File: src/rtl/trap_csr_pkg.sv
// Shared definitions for the machine-mode trap/interrupt unit.
// Holds the pipeline stage indices, CSR address map, mstatus/mie bit
// positions, interrupt cause codes and control_op encodings.
package trap_csr_pkg;

    // Stage indexing of the one-hot stage vector driven by fsm.
    localparam int NUM_STAGES    = 5;
    localparam int STAGE_FETCH   = 0;
    localparam int STAGE_DECODE  = 1;
    localparam int STAGE_EXECUTE = 2;
    localparam int STAGE_CONTROL = 3;
    localparam int STAGE_WRITE   = 4;

    // CSR addresses.
    localparam logic [11:0] CSR_MSTATUS = 12'h300;
    localparam logic [11:0] CSR_MIE     = 12'h304;
    localparam logic [11:0] CSR_MTVEC   = 12'h305;
    localparam logic [11:0] CSR_MEPC    = 12'h341;
    localparam logic [11:0] CSR_MCAUSE  = 12'h342;
    localparam logic [11:0] CSR_MIP     = 12'h344;

    // mstatus / mie / mip bit indices.
    localparam int MSTATUS_MIE  = 3;
    localparam int MSTATUS_MPIE = 7;
    localparam int MIE_MSIE     = 3;
    localparam int MIE_MEIE     = 11;

    // Interrupt cause values written to mcause.
    localparam logic [31:0] CAUSE_EXT_INT = 32'h8000_000B;
    localparam logic [31:0] CAUSE_SW_INT  = 32'h8000_0003;

    typedef enum logic [1:0] {
        CTRL_TRAP    = 2'b00,
        CTRL_EXT_INT = 2'b01,
        CTRL_SW_INT  = 2'b10,
        CTRL_NORMAL  = 2'b11
    } control_op_t;

endpackage

File: src/rtl/trap_csr_reg32.sv
// csr_reg32: 32-bit register with enable, per-bit write mask and
// asynchronous active-low clear.
//   clk, reset_n : clock and async clear
//   en           : load enable
//   mask         : bits set to 1 take d on load; others hold
//   d / q        : data in / registered value
module csr_reg32 (
    input  logic        clk,
    input  logic        reset_n,
    input  logic        en,
    input  logic [31:0] mask,
    input  logic [31:0] d,
    output logic [31:0] q
);

    logic [31:0] q_next;

    always_comb begin
        q_next = q;
        if (en) begin
            q_next = (q & ~mask) | (d & mask);
        end
    end

    always_ff @(posedge clk or negedge reset_n) begin
        if (!reset_n) begin
            q <= '0;
        end else begin
            q <= q_next;
        end
    end

endmodule

File: src/rtl/trap_csr.sv
// trap_csr: machine-mode trap and interrupt state.
// Commits traps, interrupts and MRET on the first cycle of each control-stage
// visit, owns the mstatus/mie/mtvec/mepc/mcause/mip CSR port, and produces
// the masked interrupt requests consumed by fsm.
//   clk, reset_n         : clock, async active-low reset
//   stage_active         : one-hot stage from fsm
//   control_op, fault_num: commit type and fault code
//   pc, next_pc, mret    : current PC, successor PC, decoded MRET
//   csr_we/addr/wdata    : CSR write port; csr_rdata is a combinational read
//   ext_irq, sw_irq      : raw interrupt lines
//   ext_int, sw_int      : masked interrupt requests
//   redirect, redirect_pc: one-cycle PC redirect and its target
module trap_csr
    import trap_csr_pkg::*;
#(
    parameter int XLEN = 32
) (
    input  logic                  clk,
    input  logic                  reset_n,
    input  logic [NUM_STAGES-1:0] stage_active,
    input  logic [1:0]            control_op,
    input  logic [2:0]            fault_num,
    input  logic [XLEN-1:0]       pc,
    input  logic [XLEN-1:0]       next_pc,
    input  logic                  mret,
    input  logic                  csr_we,
    input  logic [11:0]           csr_addr,
    input  logic [XLEN-1:0]       csr_wdata,
    output logic [XLEN-1:0]       csr_rdata,
    input  logic                  ext_irq,
    input  logic                  sw_irq,
    output logic                  ext_int,
    output logic                  sw_int,
    output logic                  redirect,
    output logic [XLEN-1:0]       redirect_pc
);

    logic ctrl_prev;
    logic ctrl_entry;
    logic commit_trap;
    logic commit_int;
    logic commit_mret;
    logic commit_take;

    logic mie_bit, mpie_bit, msie_bit, meie_bit;
    logic mie_next, mpie_next, msie_next, meie_next;

    logic [31:0] mtvec, mepc, mcause;
    logic        mtvec_en, mepc_en, mcause_en;
    logic [31:0] mepc_d, mcause_d;

    logic unused_stages;
    assign unused_stages = ^{stage_active[STAGE_FETCH], stage_active[STAGE_DECODE],
                             stage_active[STAGE_EXECUTE], stage_active[STAGE_WRITE]};

    // Edge detect on the control stage bit gives one commit per visit.
    always_ff @(posedge clk or negedge reset_n) begin
        if (!reset_n) begin
            ctrl_prev <= 1'b0;
        end else begin
            ctrl_prev <= stage_active[STAGE_CONTROL];
        end
    end

    assign ctrl_entry  = stage_active[STAGE_CONTROL] & ~ctrl_prev;
    assign commit_trap = ctrl_entry && (control_op == CTRL_TRAP);
    assign commit_int  = ctrl_entry && ((control_op == CTRL_EXT_INT) ||
                                        (control_op == CTRL_SW_INT));
    assign commit_mret = ctrl_entry && (control_op == CTRL_NORMAL) && mret;
    assign commit_take = commit_trap | commit_int;

    // mstatus / mie bits: commit updates take precedence over CSR writes.
    always_comb begin
        mie_next  = mie_bit;
        mpie_next = mpie_bit;
        msie_next = msie_bit;
        meie_next = meie_bit;
        if (commit_take) begin
            mpie_next = mie_bit;
            mie_next  = 1'b0;
        end else if (commit_mret) begin
            mie_next  = mpie_bit;
            mpie_next = 1'b1;
        end else if (csr_we && csr_addr == CSR_MSTATUS) begin
            mie_next  = csr_wdata[MSTATUS_MIE];
            mpie_next = csr_wdata[MSTATUS_MPIE];
        end
        if (csr_we && csr_addr == CSR_MIE) begin
            msie_next = csr_wdata[MIE_MSIE];
            meie_next = csr_wdata[MIE_MEIE];
        end
    end

    always_ff @(posedge clk or negedge reset_n) begin
        if (!reset_n) begin
            mie_bit  <= 1'b0;
            mpie_bit <= 1'b0;
            msie_bit <= 1'b0;
            meie_bit <= 1'b0;
        end else begin
            mie_bit  <= mie_next;
            mpie_bit <= mpie_next;
            msie_bit <= msie_next;
            meie_bit <= meie_next;
        end
    end

    // mtvec low bits are masked off, so they stay at their reset value of 0.
    assign mtvec_en = csr_we && (csr_addr == CSR_MTVEC);

    csr_reg32 u_mtvec (
        .clk     (clk),
        .reset_n (reset_n),
        .en      (mtvec_en),
        .mask    (32'hFFFF_FFFC),
        .d       (csr_wdata),
        .q       (mtvec)
    );

    assign mepc_en = commit_take | (csr_we && (csr_addr == CSR_MEPC));
    assign mepc_d  = commit_trap ? pc :
                     commit_int  ? next_pc :
                                   (csr_wdata & 32'hFFFF_FFFC);

    csr_reg32 u_mepc (
        .clk     (clk),
        .reset_n (reset_n),
        .en      (mepc_en),
        .mask    (32'hFFFF_FFFF),
        .d       (mepc_d),
        .q       (mepc)
    );

    assign mcause_en = commit_take | (csr_we && (csr_addr == CSR_MCAUSE));
    always_comb begin
        mcause_d = csr_wdata;
        if (commit_trap) begin
            mcause_d = {29'b0, fault_num};
        end else if (commit_int) begin
            mcause_d = (control_op == CTRL_EXT_INT) ? CAUSE_EXT_INT : CAUSE_SW_INT;
        end
    end

    csr_reg32 u_mcause (
        .clk     (clk),
        .reset_n (reset_n),
        .en      (mcause_en),
        .mask    (32'hFFFF_FFFF),
        .d       (mcause_d),
        .q       (mcause)
    );

    // redirect_pc holds its last target between redirects.
    always_ff @(posedge clk or negedge reset_n) begin
        if (!reset_n) begin
            redirect    <= 1'b0;
            redirect_pc <= '0;
        end else begin
            redirect <= commit_take | commit_mret;
            if (commit_take) begin
                redirect_pc <= mtvec;
            end else if (commit_mret) begin
                redirect_pc <= mepc;
            end
        end
    end

    always_comb begin
        csr_rdata = '0;
        case (csr_addr)
            CSR_MSTATUS: begin
                csr_rdata[MSTATUS_MIE]  = mie_bit;
                csr_rdata[MSTATUS_MPIE] = mpie_bit;
            end
            CSR_MIE: begin
                csr_rdata[MIE_MSIE] = msie_bit;
                csr_rdata[MIE_MEIE] = meie_bit;
            end
            CSR_MTVEC:  csr_rdata = mtvec;
            CSR_MEPC:   csr_rdata = mepc;
            CSR_MCAUSE: csr_rdata = mcause;
            CSR_MIP: begin
                csr_rdata[MIE_MEIE] = ext_irq;
                csr_rdata[MIE_MSIE] = sw_irq;
            end
            default:    csr_rdata = '0;
        endcase
    end

    assign ext_int = ext_irq & mie_bit & meie_bit;
    assign sw_int  = sw_irq  & mie_bit & msie_bit;

endmodule

File: config.mk
export PLATFORM = sky130hd
export DESIGN_NAME = trap_csr
export DESIGN_NICKNAME = d
export VERILOG_FILES = /design/src/rtl/trap_csr_pkg.sv /design/src/rtl/trap_csr_reg32.sv /design/src/rtl/trap_csr.sv
export SDC_FILE = /design/constraint.sdc
export NUM_CORES = 1
export LEC_CHECK = 0
export CORE_MARGIN = 2
export CORE_UTILIZATION = 50
export DETAILED_ROUTE_END_ITERATION = 8
export GPL_TIMING_DRIVEN = 0
export PLACE_DENSITY_LB_ADDON = 0.2
export SKIP_CTS_REPAIR_TIMING = 1
export SKIP_LAST_GASP = 1
export SYNTH_ARGS = -nofsm -noshare
export SYNTH_HDL_FRONTEND = slang
export SYNTH_HIERARCHICAL = 1
export SYNTH_SLANG_ARGS = --single-unit
File: constraint.sdc
create_clock -name clk -period 8.4 [get_ports clk]
set_input_delay 1.68 -clock clk [delete_from_list [all_inputs] [get_ports clk]]
set_output_delay 1.68 -clock clk [all_outputs]
set_load 0.02 [all_outputs]
==> summary by stage, run 1 <==
Die
The overall die area is 16900 sq um. roughly 190 I/O pins were placed. The number of rows in the core area is 46. Measured along the y axis, the die boundary spans around 130 microns. The placeable core region is 15700 sq um.

The die is 130 microns wide. For this configuration, the core starts out at a cell density of 0.507.

Layout
The share of post-route cells with drive strength above 1 is 0.139. The layout overhead on the synthesized area is 38.8%. The number of nets in the final layout is ~1200. Leaving out fill and tap cells, the most frequent cells in the layout are sky130_fd_sc_hd__clkdlybuf4s50_1, sky130_fd_sc_hd__nand2_1, sky130_fd_sc_hd__dfrtp_1.

Leaving out fill and tap cells, the most frequent cell in the layout is sky130_fd_sc_hd__clkdlybuf4s50_1.

STA
The worst max-slew margin expressed relative to the limit is 0.0437. Setup repair after global routing left no endpoint under its margin. For the pin with the worst max-slew slack, the measured transition is 1.42 ns. In the finished design, the share of the clock period the worst path needs comes to 0.779. The sum of negative setup slack is 0 ns. The highest clock frequency the design can meet is 153 MHz. The final max-slew violation count is 0. The minimum clock period after layout is 6.54 ns. The final number of setup-violating endpoints is 0. The hold violation total from the final report came to 0. On the final layout, the worst clock skew is just under 0.009 ns.

GRT
The number of antenna violations at the first check in global routing was 1. Across every metal layer, demand over resource in global routing totals 0.306. The remaining global-route overflow is 0. The wire length of the first global-routing pass is 38.5 mm. The number of global-route vias before repair is 6946. The maximum number of pins on one net before global-route repair is 94.

Power
Summed over all nets, the switching power comes to 0.544 mW. The share of total power dissipated in the clock network is 0.373. In this run the power density over the cells is 180 nW/um^2. The total power after layout is slightly below 2 mW. The sequential power share is 0.419. VDD sags by at most approximately 0.14 mV.

The proportion of total power due to net switching is 0.274. The internal power is roughly 1.4 mW. Of the total power, combinational logic draws 0.208. The static leakage is 5.14 nW.

Synth
The most used flip-flop cell after synthesis is sky130_fd_sc_hd__dfrtp_1. Summing every instance area after synthesis gives 7960 sq um. The average cell area after synthesis is 10.3 sq um. Yosys mapped a number of flops with a built-in enable equal to 0. The area share of the leading cell type in the synthesized netlist is 0.421.

The warning count from the yosys run is 6. The flip-flop and latch count after synthesis is 134. The proportion of synthesized flip-flops having asynchronous set or reset is 1.00. By area the synthesized netlist is led by sky130_fd_sc_hd__dfrtp_1, sky130_fd_sc_hd__mux2_4, sky130_fd_sc_hd__nand2_1. Synthesis produced a netlist whose cell count is 771.

The largest area contributor in the netlist is sky130_fd_sc_hd__dfrtp_1. For this run, the register share of the synthesized area comes to 0.421. The count of different cell masters after synthesis is between 40 and 50.

Drt
The post-detailed-route count of antenna-violating nets is 0. The vias after detailed routing is 7037. The per-cell via count in the routed design is between 5 and 6. The number of violations reported at the end of detailed-routing iteration 0 is 494. For this run, design rule violations remaining after detail routing come to 0.

The average wire per cell in the routed design is 19.8 microns. The first detailed-routing pass took 5 iterations. After detailed routing, the total wire length is 25.7 mm.

Job
Across the run, the number of max-cap violations was 0.

Clock tree
The clock-pin slew on the worst setup and hold paths is 0.06 ns. The number of sinks on the clock net is 134. Clock tree synthesis inserted a total of 17 buffers.

The root buffer cell chosen for the clock tree is sky130_fd_sc_hd__clkbuf_16. The maximum number of buffers from clock root to sink is 2. The clock latency on the worst-skew pair is 0.42 ns. The maximum level of the CTS H-tree is 4. TritonCTS built the clock tree.

Worst setup path
The type of element launching the critical path is an input port. The largest fanout of any net on the critical path is 10. The worst setup path is captured at an output port. Data on the critical path is required at its endpoint by between 6 and 7 ns. The worst setup path is of the input port to output port kind. The signal arrival time at the worst endpoint is 4.86 ns.

Placement
The placed wire-length estimate after detailed placement is 17.7 mm. The count of port buffers added during placement is ~190. The final weighted congestion in routability-driven placement is approximately 0.92.

Outcome
The run finished with clean final reports.

Min path
The kind of path behind the tightest hold check is flop to flop.
## power groups by stage
stage	Sequential (mW)	Combinational (mW)	Clock, mW
floorplan	0.830	0.231	0
global placement	0.835	0.394	0
detailed placement	0.839	0.408	0
CTS	0.830	0.410	0.745
global route	0.842	0.442	0.772
finish	0.832	0.412	0.741
## cells by family after synthesis
group	synth area share
buf+inv	0.0406
compound gates	0.145
flops	0.421
simple gates	0.159
other cells	0.000944
fa+ha+maj	0.00472
mux	0.228
## worst paths after layout
kind                        startpoint                          to  slack [ns]  cells after the start
hold / removal                    flop                        flop        0.50                      1
setup / recovery           csr_addr[9]               csr_rdata[27]        1.86                      7
setup reg to reg             ctrl_prev                        flop        5.72                      8
hold reg to reg                   flop                        flop        0.50                      1
max in group asynchronous      reset_n  asynchronous set/reset pin        6.43                      2
min in group asynchronous      reset_n  asynchronous set/reset pin        1.17                      1
## layout make-up
type,count,area (sq um)
repair buffers,186,1880
flip-flops and latches,134,3350
clock inverters,13,130
plain buffers,60,300
fillers,1229,4660
diodes,1,2.50
inverters,6,22.5
well taps,216,270
multi-input cells,665,4640
clock buffers,19,453
## critical path: stages
cell and delay (ns):
sky130_fd_sc_hd__clkdlybuf4s50_1 0.48, sky130_fd_sc_hd__or4b_1 0.50, sky130_fd_sc_hd__nor3_1 0.62, sky130_fd_sc_hd__clkbuf_1 0.59, sky130_fd_sc_hd__and2_1 0.21, sky130_fd_sc_hd__a221o_1 0.15
sky130_fd_sc_hd__clkdlybuf4s50_1 0.62
## routing by layer
metal | track usage | up-vias | share of wire
met5 | 0 | - | 0.00051
met4 | 0.113 | 2 | 0.024
met3 | 0.0713 | 45 | 0.073
met2 | 0.503 | 299 | 0.47
met1 | 0.397 | 3443 | 0.43
li1 | - | 3248 | -
## through the flow
step	instances	area, sq um	hold WS, ns	utilization	setup slack [ns]
after floorplan	865	8310	0.467	-	3.22
after global routing	1299	11000	0.516	0.703	1.64
after global placement	1266	10400	0.480	0.664	0.200
final	1300	11000	0.503	0.703	1.86
after CTS	1299	11000	0.506	0.703	1.86
after detailed placement	1267	10500	0.488	0.666	1.85
## cells in the mapped netlist, types with 9 or more instances
library cell	instances
sky130_fd_sc_hd__buf_6	9
sky130_fd_sc_hd__mux2i_1	34
sky130_fd_sc_hd__mux2_4	90
sky130_fd_sc_hd__clkbuf_1	41
sky130_fd_sc_hd__dfrtp_1	134
sky130_fd_sc_hd__a31oi_1	32
sky130_fd_sc_hd__and2_1	47
sky130_fd_sc_hd__nand2_1	136
sky130_fd_sc_hd__nor2_1	14
sky130_fd_sc_hd__nor2b_1	33
sky130_fd_sc_hd__o21ai_0	65
sky130_fd_sc_hd__a22oi_1	31
sky130_fd_sc_hd__mux2_2	10
sky130_fd_sc_hd__a221o_1	29
No activity file was read; power rests on OpenSTA's default activity.
==> run 2: changes to the inputs <==
- CORE_UTILIZATION: 50 -> 46
- clock period: 8.4 -> 5.35 ns (I/O delays scaled with it)
==> run 2 against run 1 <==
Clock power grew 59%. Non-clock buffer count stayed put. Core utilization fell by 5.5 points. Sequential cell count unchanged. Sequential share of layout area decreased by 0.11 points. Die area up 8.4%. Critical path depth grew 1. Routed wire length decreased by 0.23%. First-iteration DRC count increased by 10%. Hold slack got worse by 0.0024 ns. Final cell count up 0.69%. Largest cell class unchanged.
==> summary by stage, run 2 (same netlist as run 1, synthesis figures left out) <==
Worst setup path
The worst reg2reg path startpoint is ctrl_prev (unchanged). The signal arrival time at the worst endpoint is 4.16 ns (was 4.86 ns). The critical path endpoint category is an output port (unchanged). The largest fanout of any net on the critical path is 10 (unchanged). The slack of the worst reg-to-reg path came to 2.79 ns (was 5.72 ns). The number of cells on the worst reg-to-reg path is 8 (unchanged). The required time of the critical path came to 4.28 ns (was 6.72 ns).

The type of element launching the critical path is an input port (unchanged). The type of the setup path with the least slack is input port to output port (unchanged).

STA
The worst max-slew margin expressed relative to the limit is 0.228 (was 0.0437). The worst clock skew on the final layout is 0.00661 ns (was 0.00866 ns). The final number of setup-violating endpoints is 0 (unchanged).

Based on the critical path, the design can be clocked at up to 191 MHz. The pin slew with the least headroom to its limit is 1.15 ns (was 1.42 ns). The final max-slew violation count came to 0 (unchanged).

Dividing the final minimum period by the clock period gives 0.977. Subtracting the final worst setup slack from the clock period gives 5.23 ns. RSZ-0062 raised after global routing: false (unchanged). The hold violation total from the final report is 0 (unchanged).

Drt
The iteration count of the initial detailed-routing pass is 5 (unchanged). The per-cell via count in the routed design is 5.41 (about the same). The residual DRC count came to 0 (unchanged).

The number of violations reported at the end of detailed-routing iteration 0 is 545 (was 494). The post-detailed-route count of antenna-violating nets is 0 (unchanged). The average wire per cell in the routed design is 19.6 microns (was 19.8 microns).

The final wirelength is 25.6 mm (was 25.7 mm). The vias after detailed routing is 7077 (was 7037).

Layout
The number of nets in the final layout is 1197 (unchanged). The leading cell type in the layout, fill and taps excluded is sky130_fd_sc_hd__clkdlybuf4s50_1 (unchanged). The share of post-route cells with drive strength above 1 came to 0.140 (was 0.139). The number of inserted filler cells in the final layout was 1440 (was 1229).

The area occupied by multi-input gates was 4650 sq um (was 4640 sq um). The layout overhead on the synthesized area is 39.3% (was 38.8%). The sequential cell area was 3350 sq um (unchanged). Most used cells in the layout excluding fill and tap cells: sky130_fd_sc_hd__clkdlybuf4s50_1, sky130_fd_sc_hd__nand2_1, sky130_fd_sc_hd__dfrtp_1 (unchanged). The post-route non-filler standard cell count is 1309 (was 1300).

GRT
The number of global-route vias before repair is 6879 (was 6946). The combined global-route utilization of all metal layers is 0.289 (was 0.306). The wire length of the first global-routing pass is 39.9 mm (was 38.5 mm).

The remaining global-route overflow is 0 (unchanged). The maximum number of pins on one net before global-route repair is 95 (was 94). The number of antenna violations at the first check in global routing was 1 (unchanged).

Power
The power per standard cell area is 282 nW/um^2 (was 180 nW/um^2). The total power after layout came to 3.13 mW (was 1.98 mW). The static leakage was 5.16 nW (was 5.14 nW). The worst-case vdd ir drop is 0.201 mV (was 0.141 mV).

Die
The number of placed I/O pins is 191 (unchanged). The number of rows in the core area came to 48 (was 46). The initial standard-cell utilization of the core is 0.465 (was 0.507). The vertical die dimension was 136 microns (was 130 microns). The placeable core region is 17100 sq um (was 15700 sq um). The overall die area is 18400 sq um (was 16900 sq um). The width of the die is 136 microns (was 130 microns).

Min path
The kind of path behind the tightest hold check is flop to flop (unchanged). The count of cells along the worst hold path came to 1 (unchanged).

Placement
The total placed cells including tap cells was 1276 (was 1267). The placed wire-length estimate after detailed placement is 17.8 mm (was 17.7 mm). The final weighted congestion in routability-driven placement is 0.902 (was 0.916). The count of port buffers added during placement came to 185 (unchanged).

Clock tree
The maximum number of buffers from clock root to sink was 2 (unchanged). The number of CTS-inserted buffers is 17 (unchanged). The clock latency on the worst-skew pair is 0.42 ns (about the same). The maximum level of the CTS H-tree came to 4 (unchanged).

The buffer type at the clock tree root is sky130_fd_sc_hd__clkbuf_16 (unchanged). The clock-pin slew on the worst setup and hold paths is 0.06 ns (about the same). The number of sinks on the clock net is 134 (unchanged). The CTS tree is built (unchanged).

Outcome
Result of the run: finished, final reports clean (unchanged).

Job
The number of max-capacitance violations reported was 0 (unchanged).
==> run 2: changes by cell type in the layout (fill, tap and decap cells not counted) <==
cell                         previous run  this run
sky130_fd_sc_hd__clkinv_2               6         4
sky130_fd_sc_hd__nor3_4                 0         1
sky130_fd_sc_hd__buf_2                  6         5
sky130_fd_sc_hd__clkinvlp_4             3         2
sky130_fd_sc_hd__clkbuf_2               0         2
sky130_fd_sc_hd__nor3_1                 3         2
sky130_fd_sc_hd__clkinv_4               1         0
sky130_fd_sc_hd__inv_6                  1         0
sky130_fd_sc_hd__clkbuf_4               0         1
sky130_fd_sc_hd__clkbuf_8               2         5
==> run 2: power breakdown <==
group	switching, mW	leakage (nW)	internal, mW	total (mW)
Combinational	0.270	3.13	0.374	0.644
Clock	0.433	0.292	0.744	1.18
Sequential	0.126	1.73	1.18	1.31
Total	0.829	5.16	2.30	3.13
==> run 2: how the worst max path moves through the flow <==
stage	from	to	slack, ns	cells past startpoint
after floorplan	csr_addr[11]	csr_rdata[3]	1.39	5
after global routing	csr_addr[11]	csr_rdata[16]	0.05	8
after global placement	reset_n	asynchronous set/reset pin	-2.36	1
after detailed placement	csr_addr[11]	csr_rdata[3]	0.01	7
final	csr_addr[11]	csr_rdata[20]	0.12	8
after CTS	csr_addr[11]	csr_rdata[3]	-0.01	7
==> run 2: layout make-up <==
type                       instances  share of cell area
buffer                            60              0.0275
clock buffer                      24              0.0452
timing repair buffer             186               0.170
sequential                       134               0.302
clock inverter                     8             0.00857
antenna                            1            0.000226
multi-input combinational        665               0.419
inverter                           6             0.00203
tap                              225              0.0254
==> run 2: worst max-delay path, stage by stage <==
cell and delay (ns):
sky130_fd_sc_hd__clkdlybuf4s50_1 0.39, sky130_fd_sc_hd__or4b_1 0.58, sky130_fd_sc_hd__or3_1 0.38, sky130_fd_sc_hd__buf_2 0.18, sky130_fd_sc_hd__nor4b_2 0.28, sky130_fd_sc_hd__buf_2 0.40
sky130_fd_sc_hd__a221o_1 0.25, sky130_fd_sc_hd__clkdlybuf4s50_1 0.61
==> run 2: metrics by stage <==
step            util  setup TNS, ns  hold WS (ns)  setup WS [ns]  instance area [sq um]
2_1_floorplan      -              0         0.467           1.39                   8310
6_report       0.648              0         0.501          0.121                  11100
3_3_place_gp   0.610        -315.19         0.484          -2.36                  10400
5_1_grt        0.648              0         0.521         0.0489                  11100
3_5_place_dp   0.612              0         0.487         0.0115                  10500
4_1_cts        0.647        -0.0221         0.499        -0.0111                  11100
==> run 2: per-layer routing <==
| metal | wire [microns] | GRT usage | vias to the layer above |
|---|---|---|---|
| met4 | 529 | 0.0909 | 0 |
| met5 | 0 | 0 | - |
| li1 | - | - | 3257 |
| met1 | 11200 | 0.404 | 3484 |
| met3 | 1800 | 0.0584 | 44 |
| met2 | 12200 | 0.455 | 292 |
